`src/rtl/music_pkg.sv`:
```
// Shared types and constants for the song sequencer.
// Note codes 1..48 are audible (C3..B6); anything else is silence.
package music_pkg;

   localparam int NOTE_W = 6;
   localparam int DUR_W  = 4;

   localparam logic [NOTE_W-1:0] NOTE_REST = '0;
   localparam logic [NOTE_W-1:0] NOTE_MAX  = 6'd48;
   localparam logic [DUR_W-1:0]  DUR_END   = '0;

   typedef enum logic [2:0] {
      IDLE,
      FETCH,
      LOAD,
      PLAY,
      GAP
   } seq_state_t;

   function automatic logic note_audible(
      input logic [NOTE_W-1:0] code
   );
      return (code != NOTE_REST) && (code <= NOTE_MAX);
   endfunction

endpackage

```
`src/rtl/note_period_lut.sv`:
```
// Note code to waveform period in 50 MHz clocks, equal temperament.
// Code 1 is C3, code 48 is B6; other codes give a zero period.
module note_period_lut
   import music_pkg::*;
(
   input  logic [NOTE_W-1:0] code,
   output logic [31:0]       period
);

   always_comb begin
      period = '0;
      case (code)
         6'd1  : period = 32'd382226;
         6'd2  : period = 32'd360773;
         6'd3  : period = 32'd340524;
         6'd4  : period = 32'd321412;
         6'd5  : period = 32'd303373;
         6'd6  : period = 32'd286346;
         6'd7  : period = 32'd270274;
         6'd8  : period = 32'd255105;
         6'd9  : period = 32'd240787;
         6'd10 : period = 32'd227273;
         6'd11 : period = 32'd214517;
         6'd12 : period = 32'd202477;
         6'd13 : period = 32'd191113;
         6'd14 : period = 32'd180386;
         6'd15 : period = 32'd170262;
         6'd16 : period = 32'd160706;
         6'd17 : period = 32'd151686;
         6'd18 : period = 32'd143173;
         6'd19 : period = 32'd135137;
         6'd20 : period = 32'd127553;
         6'd21 : period = 32'd120394;
         6'd22 : period = 32'd113636;
         6'd23 : period = 32'd107258;
         6'd24 : period = 32'd101238;
         6'd25 : period = 32'd95556;
         6'd26 : period = 32'd90193;
         6'd27 : period = 32'd85131;
         6'd28 : period = 32'd80353;
         6'd29 : period = 32'd75843;
         6'd30 : period = 32'd71586;
         6'd31 : period = 32'd67569;
         6'd32 : period = 32'd63776;
         6'd33 : period = 32'd60197;
         6'd34 : period = 32'd56818;
         6'd35 : period = 32'd53629;
         6'd36 : period = 32'd50619;
         6'd37 : period = 32'd47778;
         6'd38 : period = 32'd45097;
         6'd39 : period = 32'd42566;
         6'd40 : period = 32'd40177;
         6'd41 : period = 32'd37922;
         6'd42 : period = 32'd35793;
         6'd43 : period = 32'd33784;
         6'd44 : period = 32'd31888;
         6'd45 : period = 32'd30098;
         6'd46 : period = 32'd28409;
         6'd47 : period = 32'd26815;
         6'd48 : period = 32'd25310;
         default : period = '0;
      endcase
   end

endmodule

```
`src/rtl/note_sequencer.sv`:
```
// Walks a song ROM of {note_code, duration} words and drives a tone
// generator; duration 0 or running off the last entry ends the song.
module note_sequencer
   import music_pkg::*;
#(
   parameter int unsigned BEAT_CYCLES = 12500000,
   parameter int unsigned GAP_CYCLES  = 1250000,
   parameter int unsigned SONG_LEN    = 32,
   parameter int unsigned ADDR_W      = 5
) (
   input  logic              clock,
   input  logic              reset,
   input  logic              start,
   input  logic              stop,
   input  logic              loop_en,
   output logic [ADDR_W-1:0] rom_addr,
   input  logic [9:0]        rom_data,
   output logic              play_note,
   output logic [31:0]       hz,
   output logic [3:0]        duration,
   output logic              note_reset,
   output logic              busy,
   output logic              done
);

   localparam logic [ADDR_W-1:0] LAST_ADDR = ADDR_W'(SONG_LEN - 1);
   localparam logic [31:0]       GAP_LOAD  = 32'(GAP_CYCLES) - 32'd1;

   seq_state_t        state_q, state_d;
   logic [ADDR_W-1:0] addr_q, addr_d;
   logic [31:0]       hz_q, hz_d;
   logic [DUR_W-1:0]  dur_q, dur_d;
   logic [NOTE_W-1:0] note_q, note_d;
   logic [31:0]       beat_q, beat_d;
   logic [31:0]       gap_q, gap_d;
   logic              play_q, play_d;
   logic              nrst_q, nrst_d;
   logic              busy_q, busy_d;
   logic              done_q, done_d;
   logic              eos_q, eos_d;

   logic [NOTE_W-1:0] rom_code;
   logic [DUR_W-1:0]  rom_dur;
   logic [31:0]       lut_hz;

   assign rom_code = rom_data[9:4];
   assign rom_dur  = rom_data[3:0];

   note_period_lut u_lut (
      .code   (rom_code),
      .period (lut_hz)
   );

   always_comb begin
      state_d = state_q;
      addr_d  = addr_q;
      hz_d    = hz_q;
      dur_d   = dur_q;
      note_d  = note_q;
      beat_d  = beat_q;
      gap_d   = gap_q;
      eos_d   = eos_q;
      nrst_d  = 1'b0;
      done_d  = 1'b0;
      if (stop) begin
         state_d = IDLE;
         eos_d   = 1'b0;
      end else begin
         case (state_q)
            IDLE: begin
               if (start) begin
                  addr_d  = '0;
                  eos_d   = 1'b0;
                  state_d = FETCH;
               end
            end
            FETCH: state_d = LOAD;
            LOAD: begin
               // eos_q marks a song that ran past its last entry
               if (eos_q || rom_dur == DUR_END) begin
                  eos_d = 1'b0;
                  if (loop_en) begin
                     addr_d  = '0;
                     state_d = FETCH;
                  end else begin
                     done_d  = 1'b1;
                     state_d = IDLE;
                  end
               end else begin
                  hz_d    = lut_hz;
                  dur_d   = rom_dur;
                  note_d  = rom_code;
                  nrst_d  = 1'b1;
                  beat_d  = 32'(rom_dur) * BEAT_CYCLES - 32'd1;
                  state_d = PLAY;
               end
            end
            PLAY: begin
               if (beat_q == '0) begin
                  gap_d   = GAP_LOAD;
                  state_d = GAP;
               end else begin
                  beat_d = beat_q - 32'd1;
               end
            end
            GAP: begin
               if (gap_q == '0) begin
                  if (addr_q == LAST_ADDR) begin
                     eos_d   = 1'b1;
                     state_d = LOAD;
                  end else begin
                     addr_d  = addr_q + 1'b1;
                     state_d = FETCH;
                  end
               end else begin
                  gap_d = gap_q - 32'd1;
               end
            end
            default: state_d = IDLE;
         endcase
      end
      busy_d = (state_d != IDLE);
      play_d = (state_d == PLAY) && note_audible(note_d);
   end

   always_ff @(posedge clock) begin
      if (reset) begin
         state_q <= IDLE;
         addr_q  <= '0;
         hz_q    <= '0;
         dur_q   <= '0;
         note_q  <= '0;
         beat_q  <= '0;
         gap_q   <= '0;
         play_q  <= 1'b0;
         nrst_q  <= 1'b0;
         busy_q  <= 1'b0;
         done_q  <= 1'b0;
         eos_q   <= 1'b0;
      end else begin
         state_q <= state_d;
         addr_q  <= addr_d;
         hz_q    <= hz_d;
         dur_q   <= dur_d;
         note_q  <= note_d;
         beat_q  <= beat_d;
         gap_q   <= gap_d;
         play_q  <= play_d;
         nrst_q  <= nrst_d;
         busy_q  <= busy_d;
         done_q  <= done_d;
         eos_q   <= eos_d;
      end
   end

   assign rom_addr   = addr_q;
   assign hz         = hz_q;
   assign duration   = dur_q;
   assign play_note  = play_q;
   assign note_reset = nrst_q;
   assign busy       = busy_q;
   assign done       = done_q;

endmodule
```
`config.mk`:
```
export PLATFORM = sky130hd
export DESIGN_NAME = note_sequencer
export DESIGN_NICKNAME = d
export VERILOG_FILES = /design/src/rtl/music_pkg.sv /design/src/rtl/note_period_lut.sv /design/src/rtl/note_sequencer.sv
export SDC_FILE = /design/constraint.sdc
export NUM_CORES = 1
export LEC_CHECK = 0
export ABC_CLOCK_PERIOD_IN_PS = 15400
export CAP_MARGIN = 15
export CORE_MARGIN = 2
export CORE_UTILIZATION = 25
export CTS_CLUSTER_DIAMETER = 60
export DETAILED_ROUTE_END_ITERATION = 8
export PLACE_DENSITY = 0.44
export SYNTH_ARGS = -nofsm -noshare
export SYNTH_HDL_FRONTEND = slang
export SYNTH_HIERARCHICAL = 1
export SYNTH_SLANG_ARGS = --single-unit
```
`constraint.sdc`:
```
create_clock -name clock -period 15.4 [get_ports clock]
set_clock_uncertainty 0.05 [all_clocks]
set_input_delay 3.85 -clock clock [delete_from_list [all_inputs] [get_ports clock]]
set_output_delay 3.85 -clock clock [all_outputs]
set_load 0.02 [all_outputs]
```
After elaboration in Yosys (flattened, before gate mapping)
Memory sizes are Yosys's and may differ from the RTL's. A register that Yosys moved wholly into a read port is not among the register bits.
Index checks and enable logic that the tools add are counted.
{ "word_totals": {"memories": 1, "latchBits": 0, "romBits": 1216, "in_bits": 15, "word_cells": 88, "ram_bits": 0, "ff_bits": 119} }
{ "op_classes": {"n_div": 0, "bitwise": 3, "add_sub_neg": 4, "n_shift": 0, "n_eq_ne": 16, "order_cmp": 1, "muxes": 30, "mul": 1, "n_reduce_logical": 20} }
{ "mem_list": {"columns": ["memory", "words", "word_bits", "rd", "rd_ports_with_merged_regs", "write_ports", "line", "source"], "rows": [
  ["(no name shown)", 64, 19, 1, 1, 0, "note_period_lut.sv:12", "case (code)"]
]} }
{ "ops": {"columns": ["operator", "count"], "rows": [
  ["2-to-1 mux 32 bit", 4],
  ["one-hot mux 32 bit (2 select lines)", 2],
  ["zero test 32 bit", 2],
  ["subtractor 32 x 1 -> 32 bit, second input constant", 2],
  ["subtractor 28 x 1 -> 29 bit, second input constant", 1],
  ["2-to-1 mux 5 bit", 5],
  ["multiplier 4 x 19 -> 23 bit, second input constant", 1],
  ["inequality test 2 bit, second input constant", 10],
  ["2-to-1 mux 6 bit", 3],
  ["2-to-1 mux 3 bit", 5],
  ["one-hot mux 3 bit (5 select lines)", 1],
  ["one-hot mux 5 bit (3 select lines)", 1],
  ["equality test 3 x 2 -> 1 bit, second input constant", 3],
  ["AND reduction 4 bit", 2],
  ["2-to-1 mux 1 bit", 7],
  ["AND reduction 7 bit", 1],
  ["less-or-equal comparator 6 bit, second input constant", 1],
  ["nonzero test 3 bit", 2],
  ["nonzero test 6 bit", 1],
  ["adder 5 x 1 -> 5 bit, second input constant", 1],
  ["equality test 5 bit, second input constant", 1],
  ["AND reduction 5 bit", 1],
  ["zero test 4 bit", 1],
  ["nonzero test 2 bit", 2],
  ["other kinds (12)", 15]
]} }

Logic depth before layout (Yosys ltp)
Gate-level depths: netlist of run 1.
{ "logic_depth": {"depth_word": 8, "ltp_mapped": 14, "depth_no_buf": 14} }

Cells and area by module
Netlist of run 1, hierarchy kept.
{ "modules_own_cells": {"columns": ["module", "area_each_um2", "instances", "cells_each", "seq_area_each_um2"], "rows": [
  ["note_sequencer", 6891.6, 1, 878, 2382.3],
  ["note_period_lut", 1605.3, 1, 243, 0.0]
]} }

Worst setup path after synthesis of run 1
OpenSTA, ideal clock, no wires.
{ "synth_timing": {"path_type": "input-to-reg", "from": "input port rom_data[1]", "to": "register beat_q[27]", "t_arrival_ns": 7.527, "setup_ns": 0.087, "setup_slack_ns": 7.736, "stages": 12, "path_cell_list": "fa_1 -> fa_1 -> inv_1 -> fa_1 -> nand2b_1 -> a211oi_1 -> o211a_1 -> nor4b_1 -> or3b_2 -> a2111oi_0 -> a21boi_0 -> o31ai_1"} }
{ "synth_via": {"elab_chain_len": 4, "word_cells_on_any_way": 8, "cone_classes": "add/sub: 1; mul: 1; eq/ne: 1; mux: 2; reduce/logical: 3"} }
{ "synth_rtl": {"columns": ["item", "line", "source"], "rows": [
  ["start: declaration", "note_sequencer.sv:17", "input logic [9:0] rom_data,"],
  ["multiplier 4 x 19 -> 23 bit or zero test 4 bit (tied branches)", "note_sequencer.sv:94, note_sequencer.sv:80", null],
  ["subtractor 28 x 1 -> 29 bit or logical OR 1 bit (tied branches)", "note_sequencer.sv:94, note_sequencer.sv:80", null],
  ["2-to-1 mux 32 bit or inequality test 2 bit (tied branches)", null, null],
  ["one-hot mux 32 bit (2 select lines) or AND reduction 4 bit (tied branches)", null, null],
  ["end signal: assignment", "note_sequencer.sv:146", "beat_q <= beat_d;"],
  ["end: declaration", "note_sequencer.sv:34", "logic [31:0] beat_q, beat_d;"]
]} }
Several ways; a longest one is shown, not always the timed one. The select of a mux whose other input is x is not followed.
A chain may end at the register's enable or synchronous reset.

Worst setup path in the final report of run 1
{ "layout_timing": {"from": "input port rom_data[2]", "to": "register beat_q[28]"} }
Same word-level chain as after synthesis.

==> results.json, run 1 <==
{
  "routed_wl_mm": 24.5,
  "leakagePower_nw": 3.61,
  "cts_buffer_depth": 2,
  "synth.avg_cell_area_sq_um": 7.58,
  "synth_edf_count": 0,
  "antenna_left": 0,
  "ios": 60,
  "grt_pass1_wl_mm": 40.4,
  "drtIter0Drc": 593,
  "grt_pass1_vias": 7528,
  "finalHoldViolations": 0,
  "cp.arrival_ns": 8.74,
  "ys_warn_count": 6,
  "final_layout_size_suffix_gt1_share_pct": 5.88,
  "power_mw": 0.979,
  "n_antenna_cell": 0,
  "critical_path_class": "in -> reg",
  "cts_tree": "yes",
  "cts_buffers": 17,
  "met3_usage_pct": 2.42,
  "max-vdd-ir-drop_v": 0.0000690,
  "postCtsHoldBufs": 0,
  "dieWidth_um": 188,
  "area_delta_synth_final_pct": 17.7,
  "clock-sinks": 119,
  "postCtsSetupBuffers": 0,
  "path_common_cell": "fa_1",
  "grt_busiest_layer": "met2",
  "viasPerCell": 4.96,
  "setup_violations": 0,
  "status": "completed",
  "cpPeakStageDelay_ns": 0.70,
  "yosys.cell_count.top_type": "nand2_1",
  "crit_path_start_kind": "input pin",
  "port_buffers": 59,
  "worst_setup_path_end_kind": "flip-flop",
  "drc": 0,
  "dp_cells": 1574,
  "relSlewSlack_pct": 29.2,
  "ctsHtreeMaxLevel": 4,
  "drv_slew": 0,
  "dpl_cell_area_sq_mm": 0.00939,
  "routed-via-count": 7962,
  "clock_tree.root_cell": "clkbuf_16",
  "fin_crit_ns": 8.44,
  "clk-insertion-delay-late_ns": 0.42,
  "nets": 1211,
  "synth_top_area_share_pct": 28.0,
  "antenna_found_initial": 0,
  "ys_seq_area_share_pct": 28.0,
  "first_pass_iters": 6,
  "yosys.cell_types.count": 83,
  "grt_setup_unrepaired": "false",
  "max-cap-violations": 0,
  "fillers": 3684,
  "multiInputGateArea_sq_mm": 0.00566,
  "grt_util_all_layers_pct": 13.9,
  "core_sq_mm": 0.0335,
  "crit_required_ns": 15.70,
  "fmax_mhz": 118,
  "dpl.hpwl_mm": 16.8,
  "rows": 67,
  "cp_max_fo": 8,
  "ys_ff_latch": 119,
  "synth_common_cells": "nand2_1 (150), dfxtp_1 (119), a21oi_1 (117)",
  "gp_congestion": 0.866,
  "tns_ns": 0,
  "post_cts_resized": 0,
  "initial_core_util_pct": 25.3,
  "utilization_pct": 29.8,
  "power.density_mw_per_mm2": 97.9,
  "syn_inst": 1121,
  "die-area_sq_mm": 0.0355,
  "crit_chain": "clkdlybuf4s50_1 > fa_1 > fa_1 > inv_1 > fa_1 > nand2b_1 > a211oi_1 > o211a_1 > nor4b_1 > or3b_2 > a2111oi_0 > nand4_1 > o21ai_0",
  "dieHeight_um": 188,
  "stdcell_area_sq_mm": 0.0100,
  "grt_overflow": 0,
  "hold_class": "reg -> reg",
  "min_period_over_period_pct": 54.8,
  "grt.met1_usage_pct": 19.6,
  "clk_pin_slew_ns": 0.06,
  "worst_pin_slew_ns": 1.05,
  "crit_path_top_delay_cell": "clkdlybuf4s50_1",
  "async_flop_share_pct": 0,
  "wl_per_cell_um": 15.3,
  "post_synth_instance_area_sq_mm": 0.00850,
  "synth.area.top_cells": "dfxtp_1 (28%), a21oi_1 (6.9%), nand2_1 (6.6%)",
  "regArea_sq_mm": 0.00238,
  "ys.flop_type": "dfxtp_1",
  "grt_max_degree": 85,
  "grtUsageMet2_pct": 22.1,
  "finalNonFillerCells": 1605,
  "synth_top_cell_by_area": "dfxtp_1"
}
[path summary, 6_finish.rpt]
path	start	end	slack, ns	cells after the start
min	hz[31]$_SDFFE_PP0P_	hz[31]$_SDFFE_PP0P_	0.40	2
min reg2reg	hz[31]$_SDFFE_PP0P_	hz[31]$_SDFFE_PP0P_	0.40	2
max	rom_data[2]	beat_q[28]$_SDFFE_PP0P_	6.96	13
max reg2reg	beat_q[0]$_SDFFE_PP0P_	play_note$_SDFF_PP0_	11.43	11
[per-layer routing]
layer / wire, um / share of wire, %
met1: 12500 / 51
met3: 887 / 3.6
met4: 252 / 1.0
met2: 10900 / 44
met5: 0 / 0
[sequential cells by signal, indices dropped and copies added (netlist names), 3 cells and up]
name / count
beat_q: 32
gap_q: 32
hz: 32
note_q: 6
rom_addr: 5
duration: 4
state_q: 3
[report_power, final]
group | switching, mW | internal, mW
registers | 0.00285 | 0.311
clock network | 0.153 | 0.271
logic | 0.151 | 0.0895
total | 0.307 | 0.672
[critical path, delay by kind of cell]
kind / cells / cell delay (ns)
compound gates: 4 / 1.42
fa+ha+maj: 3 / 1.61
buf+inv: 2 / 0.78
simple gates: 4 / 1.08
[cell type report]
cell class / count / area share (%)
clock inverter: 11 / 1.74
multi-input combinational: 905 / 56.6
clock buffer: 20 / 4.37
tap: 448 / 5.61
inverter: 31 / 1.16
timing repair buffer: 71 / 6.71
sequential: 119 / 23.8
[cells in the final DEF, fill, tap and decap left out, types with 8 or more instances in the layout]
cell | Yosys | routed
a21oi_1 | 117 | 117
nand2b_1 | 25 | 25
nor3_1 | 26 | 26
mux2i_1 | 10 | 10
nor4_1 | 19 | 18
dfxtp_1 | 119 | 119
xor2_1 | 31 | 31
inv_1 | 31 | 31
or3_1 | 11 | 11
a211oi_1 | 20 | 20
nand2_1 | 150 | 149
clkdlybuf4s50_1 | 0 | 57
ha_1 | 43 | 43
a31oi_1 | 8 | 8
nor2_1 | 113 | 112
clkbuf_16 | 0 | 17
o31ai_1 | 9 | 9
nand3_1 | 26 | 26
fa_1 | 8 | 8
o21ai_0 | 59 | 59
nand3b_1 | 9 | 9
conb_1 | 1 | 13
buf_4 | 15 | 12
or4_1 | 9 | 9
o31a_1 | 9 | 9
xnor2_1 | 27 | 27
o22ai_1 | 10 | 10
o211ai_1 | 9 | 9
nor2b_1 | 22 | 22
[through the flow]
stage	hold slack (ns)	setup WS, ns
after floorplan	0.381	7.74
after global placement	0.391	6.53
after detailed placement	0.392	6.52
after CTS	0.400	6.94
after global routing	0.425	6.67
final	0.402	6.96
[cell families (layout without fill, tap and decap cells)]
logic type                 after synthesis  count (layout)  synth area share (%)
DFF                                    119             119                  28.0
adders and majority gates               51              51                  8.22
xor gates and xnor gates                58              58                  5.98
AOI/OAI and AO/OA                      312             312                  23.3
muxes                                   12              12                  1.44
other                                    1              13                0.0441
and+or+nand+nor                        459             459                  26.9
buffers and inverters                  109             133                  6.08
No activity file was read; power rests on OpenSTA's default activity.
==> run 2, diff against run 1 <==
Settings changed: ABC_CLOCK_PERIOD_IN_PS 15400 to 7600, PLACE_DENSITY 0.44 to 0.45.
Clock period 15.4 ns to 7.6 ns, I/O delays scaled along.
==> results.json, run 2 (synthesis gave the netlist of run 1 again) <==
{
  "fin_crit_ns": 6.66,
  "power.density_mw_per_mm2": 195,
  "crit_path_start_kind": "input pin",
  "cp_max_fo": 8,
  "dieWidth_um": 188,
  "tns_ns": 0,
  "grt_util_all_layers_pct": 13.9,
  "clk_pin_slew_ns": 0.06,
  "ios": 60,
  "max-cap-violations": 0,
  "area_delta_synth_final_pct": 17.6,
  "power_mw": 1.94,
  "stdcell_area_sq_mm": 0.00999,
  "regArea_sq_mm": 0.00238,
  "clock-sinks": 119,
  "r2r_end": "play_note$_SDFF_PP0_",
  "grt_overflow": 0,
  "r2r_cells": 10,
  "antenna_left": 0,
  "grt_pass1_vias": 7534,
  "post_cts_resized": 0,
  "min_period_over_period_pct": 87.6,
  "path_common_cell": "fa_1",
  "crit_chain": "clkdlybuf4s50_1 > fa_1 > fa_1 > inv_1 > fa_1 > nand2b_1 > a211oi_1 > o211a_1 > nor4b_1 > or3b_2 > a2111oi_0 > nand4_1 > o31ai_1",
  "layout_commonest_cell": "nand2_1",
  "drv_slew": 0,
  "worst_setup_path_end_kind": "flip-flop",
  "first_pass_iters": 6,
  "grt_pass1_wl_mm": 40.3,
  "n_antenna_cell": 0,
  "dpl_cell_area_sq_mm": 0.00940,
  "fillers": 3689,
  "port_buffers": 59,
  "die-area_sq_mm": 0.0355,
  "r2r_start": "beat_q[0]$_SDFFE_PP0P_",
  "min_from": "note_q[0]$_SDFF_PP0_",
  "cts_tree": "yes",
  "clk-insertion-delay-late_ns": 0.42,
  "core_sq_mm": 0.0335,
  "cts_buffers": 17,
  "worst_pin_slew_ns": 0.972,
  "gp_congestion": 0.877,
  "cp.arrival_ns": 6.94,
  "cts_buffer_depth": 2,
  "cpPeakStageDelay_ns": 0.72,
  "status": "completed",
  "rows": 67,
  "initial_core_util_pct": 25.3,
  "antenna_found_initial": 0,
  "min_path_cells": 2,
  "ctsHtreeMaxLevel": 4,
  "min_to": "note_q[0]$_SDFF_PP0_",
  "postCtsHoldBufs": 0,
  "grt_max_degree": 84,
  "viasPerCell": 4.93,
  "nets": 1213,
  "setup_violations": 0,
  "fmax_mhz": 150,
  "relSlewSlack_pct": 35.2,
  "drtIter0Drc": 513,
  "dpl.hpwl_mm": 17.0,
  "grt_setup_unrepaired": "false",
  "dieHeight_um": 188,
  "finalHoldViolations": 0,
  "most-common-layout-cells": "nand2_1 (149), dfxtp_1 (119), a21oi_1 (117)",
  "multiInputGateArea_sq_mm": 0.00566,
  "leakagePower_nw": 3.61,
  "wl_per_cell_um": 15.2,
  "reg2reg_slack_ns": 3.71,
  "max-vdd-ir-drop_v": 0.000160,
  "critical_path_class": "in -> reg",
  "drc": 0,
  "crit_path_top_delay_cell": "clkdlybuf4s50_1",
  "clock_tree.root_cell": "clkbuf_16",
  "routed-via-count": 7920,
  "crit_required_ns": 7.88,
  "final_layout_size_suffix_gt1_share_pct": 6.38,
  "hold_class": "reg -> reg",
  "postCtsSetupBuffers": 0,
  "routed_wl_mm": 24.5
}
[run 2: final cells by class]
type	instances	share of cell area [%]
tap	448	5.61
multi-input combinational	905	56.6
clock inverter	14	1.49
clock buffer	18	4.40
timing repair buffer	73	6.86
sequential	119	23.8
inverter	31	1.16
[run 2: report_power, final]
part	switching [mW]	internal, mW	total, mW
combinational	0.308	0.182	0.491
sequential	0.00574	0.630	0.636
clock	0.324	0.494	0.817
total	0.638	1.31	1.94
[run 2: stage by stage]
stage                     hold slack, ns  util [%]  setup slack (ns)  cells
after floorplan                    0.381         -              1.89   1133
after global placement             0.389      28.0             0.692   1576
after detailed placement           0.394      28.0             0.559   1576
after CTS                          0.403      29.8             0.997   1608
after global routing               0.423      29.8             0.545   1608
final                              0.401      29.8             0.940   1608
[run 2: per-layer routing]
layer / track usage (%) / share of wire [%] / vias up
met3: 2.66 / 4.1 / 26
met4: 4.15 / 1.2 / 0
met5: 0 / 0 / -
li1: - / - / 4028
met1: 19.5 / 51 / 3681
met2: 21.5 / 44 / 185
[run 2: critical path: cells and delay by family]
kind / cells / cell delay [ns]
AOI/OAI and AO/OA: 4 / 1.50
adders and majority gates: 3 / 1.63
buffers and inverters: 2 / 0.81
and+or+nand+nor: 4 / 1.10
[run 2: how the worst max path moves through the flow]
| stage | start | slack (ns) | depth (start not counted) | to |
|---|---|---|---|---|
| global placement | rom_data[2] | 0.69 | 13 | beat_q[30]$_SDFFE_PP0P_ |
| floorplan | rom_data[1] | 1.89 | 12 | beat_q[27]$_SDFFE_PP0P_ |
| detailed placement | rom_data[2] | 0.56 | 13 | beat_q[30]$_SDFFE_PP0P_ |
| CTS | rom_data[2] | 1.0 | 13 | beat_q[30]$_SDFFE_PP0P_ |
| finish | rom_data[2] | 0.94 | 13 | beat_q[30]$_SDFFE_PP0P_ |
| global route | rom_data[2] | 0.54 | 13 | beat_q[31]$_SDFFE_PP0P_ |
==> run 3, diff against run 2 <==
Settings changed: CORE_MARGIN 2 to 4, CTS_BUF_LIST set to sky130_fd_sc_hd__clkbuf_16.
==> results.json, run 3 (synthesis gave the netlist of run 1 again) <==
{
  "finalHoldViolations": 0,
  "antenna_found_initial": 0,
  "leakagePower_nw": 3.61,
  "utilization_pct": 29.8,
  "dieHeight_um": 192,
  "clk_pin_slew_ns": 0.06,
  "routed_wl_mm": 25.1,
  "clock_tree.root_cell": "clkbuf_16",
  "grt_pass1_wl_mm": 41.3,
  "worst_pin_slew_ns": 0.985,
  "wl_per_cell_um": 15.6,
  "max-cap-violations": 0,
  "core_sq_mm": 0.0335,
  "final_layout_size_suffix_gt1_share_pct": 6.04,
  "max-vdd-ir-drop_v": 0.000156,
  "crit_path_top_delay_cell": "clkdlybuf4s50_1",
  "cp_max_fo": 8,
  "fin_crit_ns": 6.66,
  "cp.arrival_ns": 6.95,
  "setup_violations": 0,
  "status": "completed",
  "port_buffers": 59,
  "routed-via-count": 8045,
  "first_pass_iters": 5,
  "worst_setup_path_end_kind": "flip-flop",
  "grt_max_degree": 83,
  "cts_buffer_depth": 2,
  "crit_path_start_kind": "input pin",
  "topRoutingLayerUsed": "met4",
  "drc": 0,
  "worst-path-buf-inv": 2,
  "grt_pass1_vias": 7734,
  "dpl.hpwl_mm": 17.3,
  "clk-insertion-delay-late_ns": 0.43,
  "post_cts_resized": 0,
  "die-area_sq_mm": 0.0370,
  "rows": 67,
  "critical_path_class": "in -> reg",
  "most-common-layout-cells": "nand2_1 (149), dfxtp_1 (119), a21oi_1 (117)",
  "layout_commonest_cell": "nand2_1",
  "drv_slew": 0,
  "postCtsSetupBuffers": 0,
  "power.density_mw_per_mm2": 196,
  "nets": 1213,
  "gp_congestion": 0.876,
  "crit_chain": "clkdlybuf4s50_1 > fa_1 > fa_1 > inv_1 > fa_1 > nand2b_1 > a211oi_1 > o211a_1 > nor4b_1 > or3b_2 > a2111oi_0 > nand4_1 > o21ai_0",
  "initial_core_util_pct": 25.3,
  "min_period_over_period_pct": 87.6,
  "crit_required_ns": 7.89,
  "ctsHtreeMaxLevel": 4,
  "cts_tree": "yes",
  "area_delta_synth_final_pct": 17.6,
  "cts_buffers": 17,
  "cpPeakStageDelay_ns": 0.71,
  "met2WireLength_mm": 11.2,
  "postCtsHoldBufs": 0,
  "relSlewSlack_pct": 34.1,
  "drtIter0Drc": 540,
  "power_mw": 1.96,
  "wl_met3_um": 937,
  "dieWidth_um": 192,
  "antenna_left": 0,
  "grt_setup_unrepaired": "false",
  "tns_ns": 0,
  "path_common_cell": "fa_1",
  "fmax_mhz": 150,
  "clock-sinks": 119,
  "grt_util_all_layers_pct": 13.7,
  "n_antenna_cell": 0,
  "hold_class": "reg -> reg",
  "viasPerCell": 5.01,
  "grt_overflow": 0,
  "wl_met1_mm": 12.7,
  "ios": 60,
  "cp_top_family": "adder cells"
}
[run 3: routing by layer]
metal / vias up / GRT usage [%]
li1: 4035 / -
met1: 3829 / 19.1
met2: 154 / 21.9
met3: 27 / 2.48
met4: 0 / 3.43
met5: - / 0
[run 3: path summary, 6_finish.rpt]
kind | startpoint | to | slack, ns | cells after the start
max | rom_data[2] | beat_q[29]$_SDFFE_PP0P_ | 0.94 | 13
min | note_q[2]$_SDFF_PP0_ | note_q[2]$_SDFF_PP0_ | 0.40 | 2
max reg2reg | beat_q[0]$_SDFFE_PP0P_ | play_note$_SDFF_PP0_ | 3.73 | 10
min reg2reg | note_q[2]$_SDFF_PP0_ | note_q[2]$_SDFF_PP0_ | 0.40 | 2
[run 3: through the flow]
step	setup WS [ns]	std cells	hold WS (ns)	instance area, sq um
3_5_place_dp	0.594	1576	0.395	9410
5_1_grt	0.575	1607	0.417	9990
6_report	0.941	1607	0.401	9990
3_3_place_gp	0.684	1576	0.393	9410
2_1_floorplan	1.89	1133	0.381	8540
4_1_cts	1.02	1607	0.403	9990
[run 3: report_power, final]
| group | internal, mW | total [mW] | switching (mW) |
|---|---|---|---|
| Combinational | 0.182 | 0.491 | 0.309 |
| Clock | 0.511 | 0.831 | 0.320 |
| Sequential | 0.630 | 0.636 | 0.00575 |
| Total | 1.32 | 1.96 | 0.635 |
[run 3: worst min-delay path, stage by stage, from the launching register on]
cell	delay (ns)
dfxtp_1	0.30
nand2_1	0.05
a21oi_1	0.05
[run 3: cell type report]
type	instances	area [sq um]
clock buffer	17	425
tap	448	561
multi-input combinational	905	5660
timing repair buffer	73	688
fill	3664	23500
sequential	119	2380
clock inverter	14	161
inverter	31	116
